**config.mk**
```make
export PLATFORM = sky130hd
export DESIGN_NAME = rf68000_ring_gserver
export DESIGN_NICKNAME = d
export VERILOG_FILES = /design/src/rtl/nic_pkg.sv /design/src/rtl/rf68000_req_fifo.sv /design/src/rtl/rf68000_ring_gserver.sv
export SDC_FILE = /design/constraint.sdc
export NUM_CORES = 1
export LEC_CHECK = 0
export BUFFER_PORTS_ARGS = -buffer_cell sky130_fd_sc_hd__buf_2
export CORE_ASPECT_RATIO = 1.1
export CORE_UTILIZATION = 57
export DETAILED_ROUTE_END_ITERATION = 8
export PLACE_DENSITY = 0.79
export SETUP_SLACK_MARGIN = 0.1
export SYNTH_ARGS = -nofsm -noshare
export SYNTH_HDL_FRONTEND = slang
export SYNTH_SLANG_ARGS = --single-unit
```
**constraint.sdc**
```tcl
create_clock -name clk_i -period 14 [get_ports clk_i]
set_clock_uncertainty 0.2 [all_clocks]
set_input_delay 0.7 -clock clk_i [delete_from_list [all_inputs] [get_ports clk_i]]
set_output_delay 0.7 -clock clk_i [all_outputs]
set_load 0.005 [all_outputs]
```
**src/rtl/nic_pkg.sv**
```systemverilog
// Shared packet-ring definitions for the rf68000 NIC: packet layout, type codes and node ids.
package nic_pkg;

  localparam logic [5:0] NODE_GLOBAL = 6'd62;
  localparam logic [5:0] NODE_BCAST  = 6'd63;

  typedef enum logic [3:0] {
    PT_NULL  = 4'd0,
    PT_READ  = 4'd1,
    PT_WRITE = 4'd2,
    PT_AREAD = 4'd3,
    PT_ACK   = 4'd4,
    PT_AACK  = 4'd5,
    PT_ERR   = 4'd6,
    PT_VPA   = 4'd7
  } ptype_t;

  typedef struct packed {
    logic [5:0]  did;
    logic [5:0]  sid;
    logic [3:0]  age;
    logic        ack;
    ptype_t      typ;
    logic [7:0]  asid;
    logic        mmus;
    logic        ios;
    logic        iops;
    logic [3:0]  sel;
    logic [31:0] adr;
    logic [31:0] dat;
  } packet_t;

  typedef enum logic [1:0] {
    ST_IDLE = 2'd0,
    ST_BUS  = 2'd1,
    ST_RESP = 2'd2
  } gstate_t;

  function automatic logic is_request(input ptype_t t);
    return (t == PT_READ) || (t == PT_AREAD) || (t == PT_WRITE);
  endfunction

endpackage

```
**src/rtl/rf68000_req_fifo.sv**
```systemverilog
// Request queue for the global server: packet_t entries with a show-ahead head,
// registered pointers and an occupancy count.
module rf68000_req_fifo import nic_pkg::*; #(
  parameter int DEPTH = 8
) (
  input  logic                   clk,
  input  logic                   rst,
  input  logic                   push,
  input  logic                   pop,
  input  packet_t                din,
  output packet_t                dout,
  output logic                   full,
  output logic                   empty,
  output logic [$clog2(DEPTH):0] count
);

  localparam int AW = $clog2(DEPTH);

  packet_t        mem [DEPTH];
  logic [AW-1:0]  wptr;
  logic [AW-1:0]  rptr;
  logic           do_push;
  logic           do_pop;

  // A pop on a full queue frees the slot the simultaneous push writes into.
  assign empty   = (count == '0);
  assign full    = (count == (AW+1)'(DEPTH));
  assign do_pop  = pop && !empty;
  assign do_push = push && (!full || do_pop);
  assign dout    = mem[rptr];

  always_ff @(posedge clk) begin
    if (do_push) begin
      mem[wptr] <= din;
    end
  end

  always_ff @(posedge clk or posedge rst) begin
    if (rst) begin
      wptr  <= '0;
      rptr  <= '0;
      count <= '0;
    end else begin
      if (do_push) begin
        wptr <= wptr + AW'(1);
      end
      if (do_pop) begin
        rptr <= rptr + AW'(1);
      end
      case ({do_push, do_pop})
        2'b10:   count <= count + (AW+1)'(1);
        2'b01:   count <= count - (AW+1)'(1);
        default: ;
      endcase
    end
  end

endmodule

```
**src/rtl/rf68000_ring_gserver.sv**
```systemverilog
// Global-resource responder on the rf68000 packet ring: captures requests addressed to
// NODE_ID, runs them one at a time on the global bus and returns responses on the rpacket ring.
module rf68000_ring_gserver import nic_pkg::*; #(
  parameter logic [5:0] NODE_ID    = NODE_GLOBAL,
  parameter int         FIFO_DEPTH = 8,
  parameter bit         SYNC_WRITE = 1'b1,
  parameter int         TO_BIT     = 9
) (
  input  logic        clk_i,
  input  logic        rst_i,
  input  packet_t     packet_i,
  output packet_t     packet_o,
  input  packet_t     rpacket_i,
  output packet_t     rpacket_o,
  output logic [5:0]  m_core_o,
  output logic        m_cyc_o,
  output logic        m_stb_o,
  output logic        m_we_o,
  output logic [3:0]  m_sel_o,
  output logic [7:0]  m_asid_o,
  output logic        m_mmus_o,
  output logic        m_ios_o,
  output logic        m_iops_o,
  output logic [31:0] m_adr_o,
  output logic [31:0] m_dat_o,
  input  logic        m_ack_i,
  input  logic        m_err_i,
  input  logic        m_vpa_i,
  input  logic [31:0] m_dat_i,
  output logic        busy_o
);

  gstate_t                     state;
  ptype_t                      cur_typ;
  logic [TO_BIT:0]             to_cnt;
  packet_t                     resp_buf;
  logic                        resp_valid;
  packet_t                     resp_next;
  packet_t                     head;
  logic                        full;
  logic                        empty;
  logic [$clog2(FIFO_DEPTH):0] count;
  logic                        addressed;
  logic                        is_req;
  logic                        push;
  logic                        pop;
  logic                        term;
  logic                        unused_head;

  assign addressed = (packet_i.did == NODE_ID);
  assign is_req    = is_request(packet_i.typ);
  assign push      = addressed && is_req && !full;
  assign pop       = (state == ST_IDLE) && !empty && !resp_valid;
  assign term      = m_ack_i || m_err_i || m_vpa_i || to_cnt[TO_BIT];
  assign busy_o    = (count != '0) || (state != ST_IDLE) || resp_valid;

  assign unused_head = &{1'b0, head.did, head.age, head.ack};

  rf68000_req_fifo #(
    .DEPTH (FIFO_DEPTH)
  ) u_fifo (
    .clk   (clk_i),
    .rst   (rst_i),
    .push  (push),
    .pop   (pop),
    .din   (packet_i),
    .dout  (head),
    .full  (full),
    .empty (empty),
    .count (count)
  );

  // Slot is freed for captured requests and for non-request traffic to this node;
  // a request that finds the queue full keeps circulating untouched.
  always_ff @(posedge clk_i or posedge rst_i) begin
    if (rst_i) begin
      packet_o <= '0;
    end else begin
      packet_o <= packet_i;
      if (addressed && (push || !is_req)) begin
        packet_o.did <= '0;
        packet_o.sid <= '0;
      end
    end
  end

  // Response is built from the still-registered bus qualifiers at the terminating edge.
  always_comb begin
    resp_next      = '0;
    resp_next.did  = m_core_o;
    resp_next.sid  = NODE_ID;
    resp_next.ack  = 1'b1;
    resp_next.asid = m_asid_o;
    resp_next.mmus = m_mmus_o;
    resp_next.ios  = m_ios_o;
    resp_next.iops = m_iops_o;
    resp_next.adr  = m_adr_o;
    resp_next.dat  = m_dat_i;
    if (m_ack_i) begin
      resp_next.typ = (cur_typ == PT_AREAD) ? PT_AACK : PT_ACK;
    end else if (m_err_i) begin
      resp_next.typ = PT_ERR;
    end else if (m_vpa_i) begin
      resp_next.typ = PT_VPA;
    end else begin
      resp_next.typ = PT_ERR;
    end
  end

  always_ff @(posedge clk_i or posedge rst_i) begin
    if (rst_i) begin
      state      <= ST_IDLE;
      cur_typ    <= PT_NULL;
      to_cnt     <= '0;
      resp_buf   <= '0;
      resp_valid <= 1'b0;
      rpacket_o  <= '0;
      m_core_o   <= '0;
      m_cyc_o    <= 1'b0;
      m_stb_o    <= 1'b0;
      m_we_o     <= 1'b0;
      m_sel_o    <= '0;
      m_asid_o   <= '0;
      m_mmus_o   <= 1'b0;
      m_ios_o    <= 1'b0;
      m_iops_o   <= 1'b0;
      m_adr_o    <= '0;
      m_dat_o    <= '0;
    end else begin
      rpacket_o <= rpacket_i;
      case (state)
        ST_IDLE: begin
          if (pop) begin
            cur_typ  <= head.typ;
            m_core_o <= head.sid;
            m_cyc_o  <= 1'b1;
            m_stb_o  <= 1'b1;
            m_we_o   <= (head.typ == PT_WRITE);
            m_sel_o  <= (head.typ == PT_WRITE) ? head.sel : 4'hF;
            m_asid_o <= head.asid;
            m_mmus_o <= head.mmus;
            m_ios_o  <= head.ios;
            m_iops_o <= head.iops;
            m_adr_o  <= head.adr;
            m_dat_o  <= head.dat;
            to_cnt   <= '0;
            state    <= ST_BUS;
          end
        end
        ST_BUS: begin
          if (term) begin
            m_cyc_o  <= 1'b0;
            m_stb_o  <= 1'b0;
            m_we_o   <= 1'b0;
            m_sel_o  <= '0;
            m_asid_o <= '0;
            m_mmus_o <= 1'b0;
            m_ios_o  <= 1'b0;
            m_iops_o <= 1'b0;
            if ((cur_typ == PT_WRITE) && !SYNC_WRITE) begin
              state <= ST_IDLE;
            end else begin
              resp_buf   <= resp_next;
              resp_valid <= 1'b1;
              state      <= ST_RESP;
            end
          end else begin
            to_cnt <= to_cnt + 1'b1;
          end
        end
        ST_RESP: begin
          if (rpacket_i.did == '0) begin
            rpacket_o  <= resp_buf;
            resp_buf   <= '0;
            resp_valid <= 1'b0;
            state      <= ST_IDLE;
          end
        end
        default: state <= ST_IDLE;
      endcase
    end
  end

endmodule
```
==> summary.md, run 1 <==
During placement, the flow inserted port buffers numbering 525. For the final routed database, the setup TNS stands at 0 ps. Post-synthesis sequential area ratio: 0.770.

Setup repair after global routing left no endpoint under its margin. Counting every instance in the synthesized netlist gives 2,323. The post-route fraction of the period consumed by the critical path was 0.325; the total number of vias was 22,600. The die boundary height is 282 um. The initial core utilization was 0.578.

The remaining number of nets flagged by the antenna check after routing came out at 0. Dividing the synthesized area by the synthesized cell count gives 17.5 sq um. Among all stages on the critical path, the largest delay is contributed by nor2_4. Total setup violations reported at the end of the flow: 0.

The global placer's final weighted congestion is 0.869, and the count of final max-slew check failures is 0. In the final layout, flip-flops and latches occupy 31,300 sq um. The logs give 0.683 for the core utilization of the finished layout and 3,121 for the final-stage net count. The number of warnings issued by yosys was 0; the peak supply drop was 144 uV. The routed wire length is 91,800 um, and the first-pass GRT wire length is 139,000 um.

In this run, placement finished with an instance count of 3,690. The run gives 2,566 as the number of nets produced by synthesis. The run gives 53,400 um as the half-perimeter wire length of the detailed placement result. TritonCTS built the clock tree. The async set or reset register ratio after synthesis works out to 0.358. The distinct cell type count after synthesis was 45; the clock latency reported for the late side of the worst-skew pair was 660 ps. The worst setup path is captured at a flip-flop.

Fill cells in the final layout number 4,550. The footprint of the multi-input gates is 8800 sq um. The transition time at the pin with the least slew margin was 1140 ps. The setup slack of the most critical reg-to-reg path came out at 10,160 ps.

For the number of H-tree branching levels, the log shows 3. The buffer cell driving the clock tree root was clkbuf_16. The most frequent cell on the critical path is buf_4. The tools report the launching element type of the critical path as an input port. The overall die width came out at 257 um. Once the clock tree was built, the resizer swapped 0 gates to a different size. The detailed-route DRC error count is 0, and the clock net sink count is 1,109. The number of buffers between clock root and the deepest sink is 3. For the number of maximum-capacitance violations, the log shows 0.

Overall power consumption after layout is estimated at 8.77 mW. For the worst setup path, the data arrival time is 4630 ps. After routing the design area is 48,100 sq um. Dividing total power by cell area gives a power density of 182 nW/um^2.

The initial detailed-routing violation count is 2,178. The placed instances occupy a cell area of 44,200 sq um. The number of synthesized flops with an enable pin is 712. The family with the most delay on the worst path was buffers and inverters. Entering global routing, the biggest net connects 124 pins. The overall global routing resource usage was 0.256. The run gives 23,600 as the via count of the first global-routing pass. Buffers added to address setup during post-CTS repair amount to 0. For this design the static power due to leakage is 19.1 nW.

The aggregate global routing overflow was 0. Highest attainable clock frequency: 0.220 GHz. The average routed wire per standard cell came out at 23.5 um. The critical path goes through dlygate4sd3_1, buf_2, nor3b_1, nand4_1, nor2_4, buf_4, buf_4. For this run, the leading register cell type out of synthesis is edfxtp_1. The clock-pin slew on the worst setup and hold paths was 60 ps; the area of the placeable core was 70,400 sq um.

The share of post-route cells with drive strength above 1 is 0.322, and the delay of the slowest critical-path stage is 780 ps. The logs give 0.229 for the remaining max-slew budget at the tightest pin and 0 for the final-report hold violation count. The synthesized flop and latch total was 1,109; the number of detailed-routing iterations run before antenna repair was 5.

The routed via count divided by cell count is 5.77, and the buffer and inverter count on the worst path is 4. The number of I/O pins came out at 526. For the clock buffer count from CTS, the log shows 105.

The maximum fanout encountered on the critical timing path works out to 41. The mapped netlist covers 40,700 sq um. In this run, post-CTS hold repair placed 17 buffers.

Class of the tightest hold or removal check: in2reg. Required time of the critical path: 14,080 ps. Type of the setup path with the least slack: in2reg.

The run gives 3,909 as the count of non-filler cells in the finished layout. The initial antenna violation count was 4; the number of cell rows was 102. The full die area came out at 72,400 sq um. The clock period could shrink to 4550 ps.

The run finished with clean final reports. The layout overhead on the synthesized area came out at 18.2%.
worst paths after layout:
| kind | from | to | cells past startpoint |
|---|---|---|---|
| max in group asynchronous | rst_i | packet_o[16] | 5 |
| hold / removal | m_dat_i[29] | resp_buf[29] | 3 |
| setup / recovery | packet_i[94] | u_fifo.mem[7][64] | 7 |
| setup reg to reg | u_fifo.count[1] | u_fifo.mem[7][64] | 5 |
| min in group asynchronous | rst_i | packet_o[86] | 3 |
| hold reg to reg | resp_buf[71] | rpacket_o[71] | 2 |
tightest hold or removal path, delay by kind of cell:
family / cells / cell delay (ps)
buf+inv: 1 / 80
simple gates: 2 / 90
metal layers:
layer,global-route usage,vias to the layer above,part of all wire
met1,0.336,11600,0.39
li1,-,9760,-
met3,0.0408,191,0.065
met5,0,-,0
met4,0.0962,0,0.031
met2,0.435,988,0.51
cells in the final DEF, fill, tap and decap left out, types with 4 or more instances in the layout:
cell type / count
clkbuf_16: 107
clkinv_4: 6
a21oi_1: 10
clkbuf_1: 9
buf_2: 525
dfrtp_1: 394
clkbuf_8: 7
dlygate4sd3_1: 17
xnor2_1: 5
nand4_1: 6
a31oi_1: 4
mux2i_1: 89
nor2_1: 10
nand3_2: 20
nand2_1: 485
edfxtp_1: 712
inv_6: 4
mux2_2: 5
clkinv_2: 21
and2_1: 24
nand3_1: 81
bufinv_16: 18
o21ai_0: 90
xor2_1: 7
clkinv_1: 14
nand2b_1: 7
nor3_1: 6
mux4_2: 176
nor3_2: 4
ha_1: 6
clkinvlp_4: 7
a21o_1: 14
buf_4: 32
synthesized netlist by cell type (3+ instances only):
library cell | number | area, sq um
mux2i_1 | 89 | 891
mux2_2 | 5 | 56.3
nor2b_1 | 3 | 18.8
nand3_2 | 20 | 200
clkbuf_1 | 51 | 191
nand2_1 | 486 | 1820
xnor2_1 | 5 | 43.8
nor3_1 | 10 | 50.1
a21o_1 | 14 | 105
nand2b_1 | 8 | 50.1
inv_1 | 4 | 15.0
and2_1 | 24 | 150
a21oi_1 | 10 | 50.1
buf_2 | 46 | 230
nand3_1 | 81 | 405
buf_6 | 13 | 146
a31oi_1 | 4 | 25.0
nand4_1 | 6 | 37.5
ha_1 | 6 | 75.1
buf_1 | 15 | 56.3
edfxtp_1 | 712 | 21400
dfrtp_1 | 397 | 9930
mux4_2 | 176 | 3960
nor2_1 | 13 | 48.8
or4_1 | 4 | 30.0
o21ai_0 | 90 | 450
xor2_1 | 7 | 61.3
registers in the layout, summed over array words and instances, names as in the netlist, 2 cells and up:
name	flops
cur_typ	4
u_fifo.mem	712
m_sel_o	4
m_dat_o	32
rpacket_o	100
u_fifo.wptr	3
u_fifo.rptr	3
m_adr_o	32
m_asid_o	8
packet_o	100
m_core_o	6
state	2
resp_buf	84
u_fifo.count	4
to_cnt	10
where the power goes:
part           internal [mW]  leakage, nW  switching, mW
combinational          0.828         6.04          0.874
sequential              3.77         11.2          0.303
clock                   1.78         1.81           1.22
cell families after synthesis:
logic type               synth area share
AND/OR/NAND/NOR                    0.0711
adder cells (fa/ha/maj)           0.00185
multiplexers                        0.121
AO/OA/AOI/OAI                      0.0180
flip-flops                          0.770
buffers and inverters              0.0161
XOR/XNOR                          0.00258
stage by stage:
stage / hold WS (ps) / worst slack, ps
final: 34.4 / 9450
after global placement: 247 / 9320
after detailed placement: 252 / 9220
after floorplan: 238 / 2060
after global routing: 19.7 / 9240
after CTS: 0.291 / 9490
final cells by class:
| class | instances | share of cell area |
|---|---|---|
| tap | 936 | 0.0243 |
| multi-input combinational | 1083 | 0.183 |
| clock inverter | 75 | 0.0187 |
| timing repair buffer | 575 | 0.0636 |
| inverter | 4 | 0.000468 |
| clock buffer | 124 | 0.0585 |
| sequential | 1109 | 0.651 |
| antenna | 3 | 0.000156 |
Note: power is estimated with default switching activity, not from simulation.
==> run 2: changes to the inputs <==
--- a/config.mk
+++ b/config.mk
@@ -5,6 +5,7 @@
 export SDC_FILE = /design/constraint.sdc
 export NUM_CORES = 1
 export LEC_CHECK = 0
+export ABC_AREA = 1
 export BUFFER_PORTS_ARGS = -buffer_cell sky130_fd_sc_hd__buf_2
 export CORE_ASPECT_RATIO = 1.1
 export CORE_UTILIZATION = 57
==> constraint.sdc (replaced) <==
create_clock -name clk_i -period 4.2 [get_ports clk_i]
set_clock_uncertainty 0.2 [all_clocks]
set_input_delay 0.21 -clock clk_i [delete_from_list [all_inputs] [get_ports clk_i]]
set_output_delay 0.21 -clock clk_i [all_outputs]
set_load 0.005 [all_outputs]
==> summary.md, run 2 <==
The overall global routing resource usage is 0.301. During synthesis, Yosys emitted a total of 0 warnings. Class of the tightest hold or removal check: in2async.

The commonest cells after synthesis are edfxtp_1, o21ai_0, nor2_1, dfrtp_1, nand2_1. The library cells used most frequently in the layout, excluding fill and tap cells, are edfxtp_1, buf_2, o21ai_0. The synthesized area per cell was 13.0 sq um; the maximum fanout encountered on the critical timing path was 83. Across the VDD grid, the largest voltage drop is 344 uV. The distinct cell type count after synthesis is 36.

The run gives 42.3 ps as the worst hold slack. The overall die width was 258 um; the static leakage power was 20.4 nW. The run gives 660 ps as the clock latency reported for the late side of the worst-skew pair. After clock tree synthesis, the clock-pin slew on the worst setup and hold paths is 70 ps. The fraction of post-synthesis cell area in the top cell type by area was 0.521; the average routed wire per standard cell was 22.7 um.

STA classifies the critical path startpoint as a flip-flop. The run gives 4 as the initial antenna violation count. The critical path goes through inv_1, nand2_1, a31oi_4, inv_2, nand2_4, o21ai_0. The run gives 0 as the count of final max-slew check failures.

The mapped cell area is 41,000 sq um. The worst setup path is of the reg2reg kind. The count of non-filler cells in the finished layout was 4,915; the synthesized flop and latch total was 1,109. The run gives 0.033 as the combinational share of power. Once placement completed, the tool counted placed cells totaling 4,469. The H-tree generated during clock tree synthesis spans 3 levels. Clock tree synthesis selected as its root buffer the cell clkbuf_16. The die covers 73,000 sq um. The tools report the total internal power as 17.6 mW. The half-perimeter wire length of the detailed placement result was 60,400 um. The number of buffers between clock root and the deepest sink was 3; the proportion of total power due to net switching was 0.202. Yosys attributes the largest share of cell area to edfxtp_1, dfrtp_1, o21ai_0. The clock net sink count came out at 1,109. In the synthesized netlist the dominant register cell turns out to be edfxtp_1.

STA classifies the critical path endpoint as a flip-flop. The post-route fraction of the period consumed by the critical path was 0.809. Switching power: 4.46 mW. The initial core utilization is 0.579. The run gives 3,401 as the number of nets produced by synthesis.

The core utilization of the finished layout came out at 0.714. The kind of cell with the highest combined delay along the critical path is compound AO/OA/AOI/OAI gates. Among all cell types in the netlist, the one instantiated most often is edfxtp_1. The register with the most flip-flops in the final layout is u_fifo.mem. The most common cell after layout, fill and taps aside is edfxtp_1. The async set or reset register ratio after synthesis is 0.358, and the routed wire length is 111,000 um.

From synthesis to final layout, the design area changed by 23.3%. The worst path needs 3400 ps of the cycle, external delays included. The most area-hungry cell type in the Yosys netlist was edfxtp_1. The tools report the post-CTS setup buffer count as 0.

Clock tree synthesis inserted a total of 105 buffers. After filler insertion, the fill cell instance count of the layout stands at 4,377. The run gives 0.132 as the remaining max-slew budget at the tightest pin. The number of flip-flops under the largest register name works out to 712.

The buffer and inverter count on the worst path is 2. Derived from the worst setup path, the maximum achievable clock frequency is 0.294 GHz. Data arrival time at the worst-slack endpoint: 3660 ps. The clock group share of total power came out at 0.433.

In the final layout, the registers with the most flip-flops are u_fifo.mem x712, packet_o x100, rpacket_o x100. Global routing finished with a remaining overflow of 0. The via count of the first global-routing pass is 28,800, and the die boundary height is 283 um. The routed via count divided by cell count is 5.84.

The first routing iteration left 3,149 violations. Routability-driven placement finished with a final weighted congestion of 0.913. The number of synthesized flops with an enable pin was 712; the footprint of the multi-input gates was 8080 sq um.

For the number of I/O pins, the log shows 526. The pin count of the biggest net entering global routing came out at 242. The routed layout has 28,700 vias. Setup repair after global routing left no endpoint under its margin. The share of post-route cells with drive strength above 1 came out at 0.191. The post-synthesis sequential area ratio is 0.764. TritonCTS built the clock tree. The pre-antenna-repair detailed-routing pass consisted of 6 iterations. The transition time at the pin with the least slew margin was 1300 ps; the number of maximum-capacitance violations was 0. The required time of the critical path was 4460 ps. The floorplan step defined a core boundary enclosing 70,800 sq um.

Delay of the slowest critical-path stage: 860 ps. After floorplanning, the core was divided into 102 placement rows. In this run the power density over the cells is 437 nW/um^2. The run gives 4,127 as the final-stage net count. The flow ran to the end, and the final reports show no timing, DRC or antenna violations. The final-report hold violation count was 0; the first-pass GRT wire length was 167,000 um. During placement, the flow inserted port buffers numbering 525. The count of hold buffers inserted by post-cts repair was 244; the area occupied by registers was 31,300 sq um. The tools report the synthesized instance count as 3,158. Setup violations remaining at the end of the flow were counted as 0. In this run the remaining antenna-violating nets after routing total 0. The number of gates resized after CTS was 0. For this run, design rule violations remaining after detail routing come to 0. The run gives 0.534 as the sequential share of power.

Slowest library cell on the worst path: a31oi_4.
-- run 2: cell types whose count changed after synthesis, sizes merged, moves of 24 or more --
cell / previous run / this run
o21ai: 90 / 526
and2: 24 / 0
clkbuf: 51 / 109
mux4: 176 / 0
nand2: 486 / 315
o221ai: 0 / 80
inv: 4 / 215
nor2: 13 / 407
o22ai: 1 / 151
mux2i: 89 / 0
-- run 2: kinds of logic after synthesis --
logic type               count (synthesis)  share of synthesized area
flip-flops                            1109                      0.764
AO/OA/AOI/OAI                          784                      0.109
adder cells (fa/ha/maj)                  6                    0.00183
AND/OR/NAND/NOR                        839                     0.0816
buffers and inverters                  412                     0.0422
XOR/XNOR                                 8                    0.00171
-- run 2: worst reg2reg max path: stages (launching register included) --
cell and delay [ps]:
dfrtp_1 390, inv_1 80, nand2_1 120, a31oi_4 860
inv_2 420, nand2_4 790, o21ai_0 350
-- run 2: path summary, 6_finish.rpt --
path                         startpoint            end  slack [ps]  depth (start not counted)
max                            state[1]   resp_buf[10]         800                          6
min                               rst_i  rpacket_o[81]          40                          3
max reg2reg                    state[1]   resp_buf[10]         800                          6
min reg2reg                 m_dat_o[24]    m_dat_o[24]         280                          2
max in group asynchronous         rst_i  rpacket_o[85]        2640                          5
min in group clk_i         packet_i[23]   packet_o[23]         100                          2
-- run 2: final cells by class --
| class | count | share of cell area |
|---|---|---|
| antenna | 4 | 0.000198 |
| timing repair buffer | 815 | 0.111 |
| sequential | 1109 | 0.620 |
| tap | 936 | 0.0232 |
| clock inverter | 49 | 0.00965 |
| inverter | 216 | 0.0165 |
| clock buffer | 149 | 0.0602 |
| multi-input combinational | 1637 | 0.160 |
-- run 2: through the flow --
| stage | worst slack, ps | power (mW) | area, sq um | TNS (ps) |
|---|---|---|---|---|
| finish | 800 | 22.1 | 50600 | 0 |
| global route | 592 | 22.6 | 50600 | 0 |
| CTS | 971 | 22.1 | 50600 | 0 |
| detailed placement | 1000 | 12.5 | 44600 | 0 |
| global placement | 1140 | 12.5 | 44600 | 0 |
| floorplan | -1550 | 12.1 | 41100 | -616860 |
-- run 2: power groups by stage --
stage | sequential [mW] | combinational, mW | clock [mW]
after floorplan | 12.0 | 0.115 | 0
after global placement | 12.0 | 0.523 | 0
after detailed placement | 12.0 | 0.532 | 0
after CTS | 11.8 | 0.715 | 9.64
after global routing | 11.8 | 0.795 | 10.1
final | 11.8 | 0.740 | 9.55
-- run 2: routing by layer --
layer | track usage | vias up | share of wire
li1 | - | 12600 | -
met2 | 0.501 | 1707 | 0.49
met3 | 0.0499 | 312 | 0.085
met4 | 0.160 | 0 | 0.051
met1 | 0.381 | 14000 | 0.37
met5 | 0 | - | 0
